**config.mk**
```make
export PLATFORM = sky130hd
export DESIGN_NAME = pixel_fetch_ctrl
export DESIGN_NICKNAME = d
export VERILOG_FILES = /design/src/rtl/pixel_fetch_ctrl_pkg.sv /design/src/rtl/pixel_fetch_ctrl_skid_buf.sv /design/src/rtl/pixel_fetch_ctrl.sv
export SDC_FILE = /design/constraint.sdc
export NUM_CORES = 1
export LEC_CHECK = 0
export BUFFER_PORTS_ARGS = -buffer_cell sky130_fd_sc_hd__buf_4
export CAP_MARGIN = 15
export CORE_MARGIN = 3
export CORE_UTILIZATION = 52
export CTS_CLUSTER_SIZE = 14
export DETAILED_ROUTE_END_ITERATION = 10
export PLACE_DENSITY_LB_ADDON = 0.15
export SLEW_MARGIN = 20
export SYNTH_ARGS = -nofsm -noshare
export SYNTH_HDL_FRONTEND = slang
export SYNTH_SLANG_ARGS = --single-unit
```
**constraint.sdc**
```tcl
create_clock -name clk -period 2.9 [get_ports clk]
set_input_delay 0.58 -clock clk [delete_from_list [all_inputs] [get_ports clk]]
set_output_delay 0.58 -clock clk [all_outputs]
set_load 0.05 [all_outputs]
```
**src/rtl/pixel_fetch_ctrl_pkg.sv**
```systemverilog
// Shared constants and FSM encoding for the frame-buffer pixel fetch path.
// Counter widths are common with the VGA timing logic in the read domain.
package pixel_fetch_ctrl_pkg;

    localparam int DATA_W   = 24;
    localparam int ADDR_W   = 20;
    localparam int H_ACTIVE = 640;
    localparam int V_ACTIVE = 480;
    localparam int CNT_W    = 10;

    typedef enum logic [1:0] {
        IDLE  = 2'd0,
        FETCH = 2'd1,
        DRAIN = 2'd2
    } fetch_state_t;

endpackage

```
**src/rtl/pixel_fetch_ctrl_skid_buf.sv**
```systemverilog
// Circular skid buffer between the memory read port and the pixel FIFO.
// Head reads as zero while empty so fifo_din is clean when nothing is queued.
module pixel_skid_buf #(
    parameter int DATA_W = 24,
    parameter int DEPTH  = 4,
    localparam int PW    = (DEPTH > 1) ? $clog2(DEPTH) : 1,
    localparam int CW    = $clog2(DEPTH + 1)
) (
    input  logic              clk,
    input  logic              rst,
    input  logic              i_push,
    input  logic [DATA_W-1:0] i_din,
    input  logic              i_pop,
    output logic [CW-1:0]     o_count,
    output logic [DATA_W-1:0] o_head
);

    logic [DATA_W-1:0] r_mem [DEPTH];
    logic [PW-1:0]     r_wr_ptr;
    logic [PW-1:0]     r_rd_ptr;
    logic [CW-1:0]     r_count;

    function automatic logic [PW-1:0] ptr_inc(input logic [PW-1:0] p);
        return (p == PW'(DEPTH - 1)) ? '0 : p + PW'(1);
    endfunction

    always_ff @(posedge clk) begin
        if (rst) begin
            r_wr_ptr <= '0;
            r_rd_ptr <= '0;
            r_count  <= '0;
        end else begin
            if (i_push) r_wr_ptr <= ptr_inc(r_wr_ptr);
            if (i_pop)  r_rd_ptr <= ptr_inc(r_rd_ptr);
            case ({i_push, i_pop})
                2'b10:   r_count <= r_count + CW'(1);
                2'b01:   r_count <= r_count - CW'(1);
                default: r_count <= r_count;
            endcase
        end
    end

    // Storage carries data only; occupancy is tracked by the reset-cleared count.
    always_ff @(posedge clk) begin
        if (i_push) r_mem[r_wr_ptr] <= i_din;
    end

    assign o_count = r_count;
    assign o_head  = (r_count != '0) ? r_mem[r_rd_ptr] : '0;

endmodule

```
**src/rtl/pixel_fetch_ctrl.sv**
```systemverilog
// Raster-order frame buffer reader feeding the async VGA pixel FIFO.
// Reads are credited against skid space so returning data always has a slot.
module pixel_fetch_ctrl #(
    parameter int H_ACTIVE = pixel_fetch_ctrl_pkg::H_ACTIVE,
    parameter int V_ACTIVE = pixel_fetch_ctrl_pkg::V_ACTIVE,
    parameter int DATA_W   = pixel_fetch_ctrl_pkg::DATA_W,
    parameter int ADDR_W   = pixel_fetch_ctrl_pkg::ADDR_W,
    parameter int RD_LAT   = 2,
    parameter int SKID_D   = RD_LAT + 2
) (
    input  logic                                 clk,
    input  logic                                 rst,
    input  logic                                 enable,
    input  logic [ADDR_W-1:0]                    fb_base,
    output logic                                 mem_rd_en,
    output logic [ADDR_W-1:0]                    mem_addr,
    input  logic [DATA_W-1:0]                    mem_rd_data,
    input  logic                                 fifo_full,
    output logic                                 fifo_wr_en,
    output logic [DATA_W-1:0]                    fifo_din,
    output logic                                 busy,
    output logic                                 frame_done,
    output logic [pixel_fetch_ctrl_pkg::CNT_W-1:0] pix_x,
    output logic [pixel_fetch_ctrl_pkg::CNT_W-1:0] pix_y
);

    import pixel_fetch_ctrl_pkg::*;

    localparam int CW = $clog2(SKID_D + 1);
    localparam logic [CNT_W-1:0] X_LAST = CNT_W'(H_ACTIVE - 1);
    localparam logic [CNT_W-1:0] Y_LAST = CNT_W'(V_ACTIVE - 1);

    fetch_state_t      r_state;
    logic [ADDR_W-1:0] r_base;
    logic [ADDR_W-1:0] r_offset;
    logic [CNT_W-1:0]  r_x;
    logic [CNT_W-1:0]  r_y;
    logic [RD_LAT-1:0] r_vld;
    logic [CW-1:0]     r_inflight;

    logic [CW-1:0]     w_skid_cnt;
    logic [CW:0]       w_occ;
    logic [DATA_W-1:0] w_head;
    logic              w_issue;
    logic              w_push;
    logic              w_pop;
    logic              w_last_pix;
    logic              w_frame_end;

    assign w_occ       = {1'b0, w_skid_cnt} + {1'b0, r_inflight};
    assign w_issue     = (r_state == FETCH) && (w_occ < (CW+1)'(SKID_D));
    assign w_push      = r_vld[RD_LAT-1];
    assign w_pop       = (w_skid_cnt != '0) && !fifo_full;
    assign w_last_pix  = (r_x == X_LAST) && (r_y == Y_LAST);
    // Nothing in flight and one word left: this pop is the frame's last write.
    assign w_frame_end = (r_state == DRAIN) && (r_inflight == '0) &&
                         (w_skid_cnt == CW'(1)) && w_pop;

    always_ff @(posedge clk) begin
        if (rst) begin
            r_state    <= IDLE;
            r_base     <= '0;
            r_offset   <= '0;
            r_x        <= '0;
            r_y        <= '0;
            r_vld      <= '0;
            r_inflight <= '0;
        end else begin
            r_vld <= RD_LAT'({r_vld, w_issue});
            case ({w_issue, w_push})
                2'b10:   r_inflight <= r_inflight + CW'(1);
                2'b01:   r_inflight <= r_inflight - CW'(1);
                default: r_inflight <= r_inflight;
            endcase

            case (r_state)
                IDLE: begin
                    if (enable) begin
                        r_base   <= fb_base;
                        r_offset <= '0;
                        r_x      <= '0;
                        r_y      <= '0;
                        r_state  <= FETCH;
                    end
                end
                FETCH: begin
                    if (w_issue) begin
                        r_offset <= r_offset + ADDR_W'(1);
                        if (r_x == X_LAST) begin
                            r_x <= '0;
                            r_y <= (r_y == Y_LAST) ? '0 : r_y + CNT_W'(1);
                        end else begin
                            r_x <= r_x + CNT_W'(1);
                        end
                        if (w_last_pix) r_state <= DRAIN;
                    end
                end
                DRAIN: begin
                    if (w_frame_end) begin
                        if (enable) begin
                            r_base   <= fb_base;
                            r_offset <= '0;
                            r_x      <= '0;
                            r_y      <= '0;
                            r_state  <= FETCH;
                        end else begin
                            r_state  <= IDLE;
                        end
                    end
                end
                default: r_state <= IDLE;
            endcase
        end
    end

    pixel_skid_buf #(
        .DATA_W (DATA_W),
        .DEPTH  (SKID_D)
    ) u_skid (
        .clk     (clk),
        .rst     (rst),
        .i_push  (w_push),
        .i_din   (mem_rd_data),
        .i_pop   (w_pop),
        .o_count (w_skid_cnt),
        .o_head  (w_head)
    );

    assign mem_rd_en  = w_issue;
    assign mem_addr   = r_base + r_offset;
    assign fifo_wr_en = w_pop;
    assign fifo_din   = w_head;
    assign busy       = (r_state != IDLE);
    assign frame_done = w_frame_end;
    assign pix_x      = r_x;
    assign pix_y      = r_y;

endmodule

```
==> results.md <==
* Chip Height at 129.7 um
* Antenna cells at 0
* Clock Sinks at 172
* Num CTS Buffers at 17
* Skew final at 0.009540 ns
* Outcome: finished with violations
* Slew HR at 59.12%
* Synth area leaders: edfxtp_1 36%, dfxtp_1 19%, mux4_2 6.8%, ha_1 5.5%, nor2_1 3.5%
* FP Rows at 44
* #FFs+latches synth at roughly 170
* Placed instance area at 9311 um2
* Failing checks: negative setup slack
* Crit path DAT at ~3 ns
* Synth Net Count at 752
* Crit path required time at roughly 2.3 ns
* Sum Neg Setup Slack at -3.397 ns
* Total grt overflow at 0
* Synth Cell Area at 7961 um2
* HP Class: input pin to flop
* Syn Inst Count at 667
* Number of global-route vias before repair at 5760
* Leakage power at 4.024 nW
* Final Util at 69.34%
* CORE AREA at 14750 um2
* Post-synth top area cell: edfxtp_1
* Min Hold Slack at 0.3460 ns
* Placer congestion estimate at 0.8419
* Total global-route track usage at about a fifth
* Period utilization at 120.9%
* Post-synth EDFFs at 96
* Clock transition at path regs at 0.07 ns
* Pwr Density at approximately 700 nW/um2
* DIE AREA at 16830 um2
* Fmax at 285.2 MHz
* Synth Flop Type: edfxtp_1
* CTS tree: built
* Crit start category: flop
* Total vias in the final route at 5748
* Setup crit end kind: output port
* Root Driver: clkbuf_16
* Initial Util at 53.96%
* Drt total wl at 17.78 mm
* Period minus WS final at 3.506 ns
* Initial antenna violation count at 0
* Post-synth top area share at 36.21%
* VDD IR max at 0.4227 mV
* Design area at 10230 um2
* DPL Wire Length at 11.99 mm
* Setup ws final at -0.6064 ns
* Worst-path fanout max at 4
* P&R area growth vs syn at 28.51%
* Routed Antenna Nets at 0
* Yosys cell types at 52
* First DRT Iteration DRCs at 341
* CTS max path bufs at 2
* Routed WL per cell at approximately 17 um
* Nets at 908
* Asr flop ratio synth at 0%
* Final setup viols at 12
* IO Port Bufs at 115
* H-tree levels at 4
* Drt pass-1 iters at 5
* Max-Cap Viols at 0
* Most frequent cells in the layout: 145 x buf_4, 96 x edfxtp_1, 72 x nor2_1
* Global-route wire length before repair at 28.06 mm
* Actual slew at the worst max-slew pin at about 0.61 ns
* Fin. Hold Viols at 0
* Synth Area per Inst at 11.94 um2
* Share of post-route cells with drive strength above 1 at 31.46%
* Largest net degree at the start of global routing at 38
* Slew Limit Fails at 0
* RSZ-0062 raised after global routing: yes
* IO Pins at around 120
* Via/cell ratio at 5.635
* Commonest non-fill, non-tap cell in the layout: buf_4
* Tot Pwr at 7.260 mW
* DR DRC count at 0
* Die span in x at 129.7 um
* Yosys warning total at 0
* Clk Latency, worst-skew pair at about 0.43 ns
* Kind of critical path: flop to output port
* Sequential element share of the synthesized area at 55.32%
## cell usage after synthesis, drive strengths merged (3+ instances only)
cell     n
nand4    9
or3      6
mux4    24
ha      35
nor2b   31
nand2b   6
or2      3
buf      8
a21o     7
dfxtp   76
nand3b   4
nor3    17
o211ai   5
nor4     5
xor2    22
o21bai   3
mux2i   21
edfxtp  96
nand2   25
and2     8
a211oi   4
nor2    75
nand3   18
inv     15
a21oi   40
o21ai   27
and3    12
xnor2   18
clkbuf  16
or4      3
a31oi    6
## timing repair
action,4_1_cts,5_1_grt
setup endpoints to repair,13,14
endpoints found under the hold margin,0,0
hold buffers,0,0
buffers inserted,4,6
pin swaps,16,8
resized for setup,34,20
## kinds of logic (layout without fill, tap and decap cells)
| kind of cell | count (synthesis) | count (layout) | synth area share, % |
|---|---|---|---|
| buffers and inverters | 39 | 208 | 1.964 |
| flip-flops | 172 | 172 | 55.32 |
| adder cells (fa/ha/maj) | 37 | 37 | 6.003 |
| multiplexers | 45 | 45 | 9.430 |
| XOR/XNOR | 40 | 40 | 4.400 |
| AND/OR/NAND/NOR | 227 | 227 | 14.68 |
| AO/OA/AOI/OAI | 107 | 107 | 8.204 |
## layout make-up
| type | instances | area, um2 |
|---|---|---|
| Clock buffer | 21 | 450.4 |
| Multi-Input combinational cell | 456 | 3667 |
| Sequential cell | 172 | 4413 |
| Tap cell | 184 | 230.2 |
| Timing Repair Buffer | 161 | 1277 |
| Fill cell | 1068 | 4523 |
| Clock inverter | 11 | 136.4 |
| Inverter | 15 | 56.30 |
## path summary, 6_finish.rpt
path / cells after the start / to / slack [ns] / from
max: 11 / mem_addr[18] / -0.61 / r_offset[5]
min: 1 / u_skid.r_mem[1][6] / 0.35 / mem_rd_data[6]
max reg2reg: 9 / pix_y[9] / 0.18 / u_skid.o_count[1]
min reg2reg: 1 / r_vld[1] / 0.44 / r_vld[0]
## state kept, by name, summed over array words and instances (netlist names), named ones only
register,count
u_skid.r_mem,96
r_base,20
r_offset,20
pix_x,10
pix_y,10
r_inflight,3
u_skid.o_count,3
r_state,2
r_vld,2
u_skid.r_rd_ptr,2
u_skid.r_wr_ptr,2
## worst max-delay path: stages, from the launching register on
cell and delay (ns):
dfxtp_1 0.32, ha_1 0.40, o211ai_1 0.20, a21oi_1 0.22, o41ai_2 0.09, buf_4 0.16
a21oi_4 0.16, o211ai_1 0.14, buf_4 0.16, a211o_1 0.29, o211ai_1 0.11, buf_4 0.24
## through the flow
stage | instances | worst slack (ns)
6_report | 1020 | -0.6064
3_5_place_dp | 979 | -0.2372
4_1_cts | 1014 | -0.4867
5_1_grt | 1020 | -0.7305
2_1_floorplan | 667 | -0.4355
3_3_place_gp | 979 | -0.1644
## power by group
part	total, mW	internal (mW)	leakage, nW	switching, mW
Combinational	2.26	0.825	2.27	1.43
Sequential	2.74	2.65	1.48	0.0826
Clock	2.27	1.31	0.273	0.961
## per-layer routing
layer	vias to the layer above	part of all wire [%]	GRT usage [%]
li1	2775	-	-
met1	2779	42	25.91
met2	159	50	36.70
met3	35	5.6	5.935
met4	0	2.1	7.763
met5	-	0	0
Note: power is estimated with default switching activity, not from simulation.
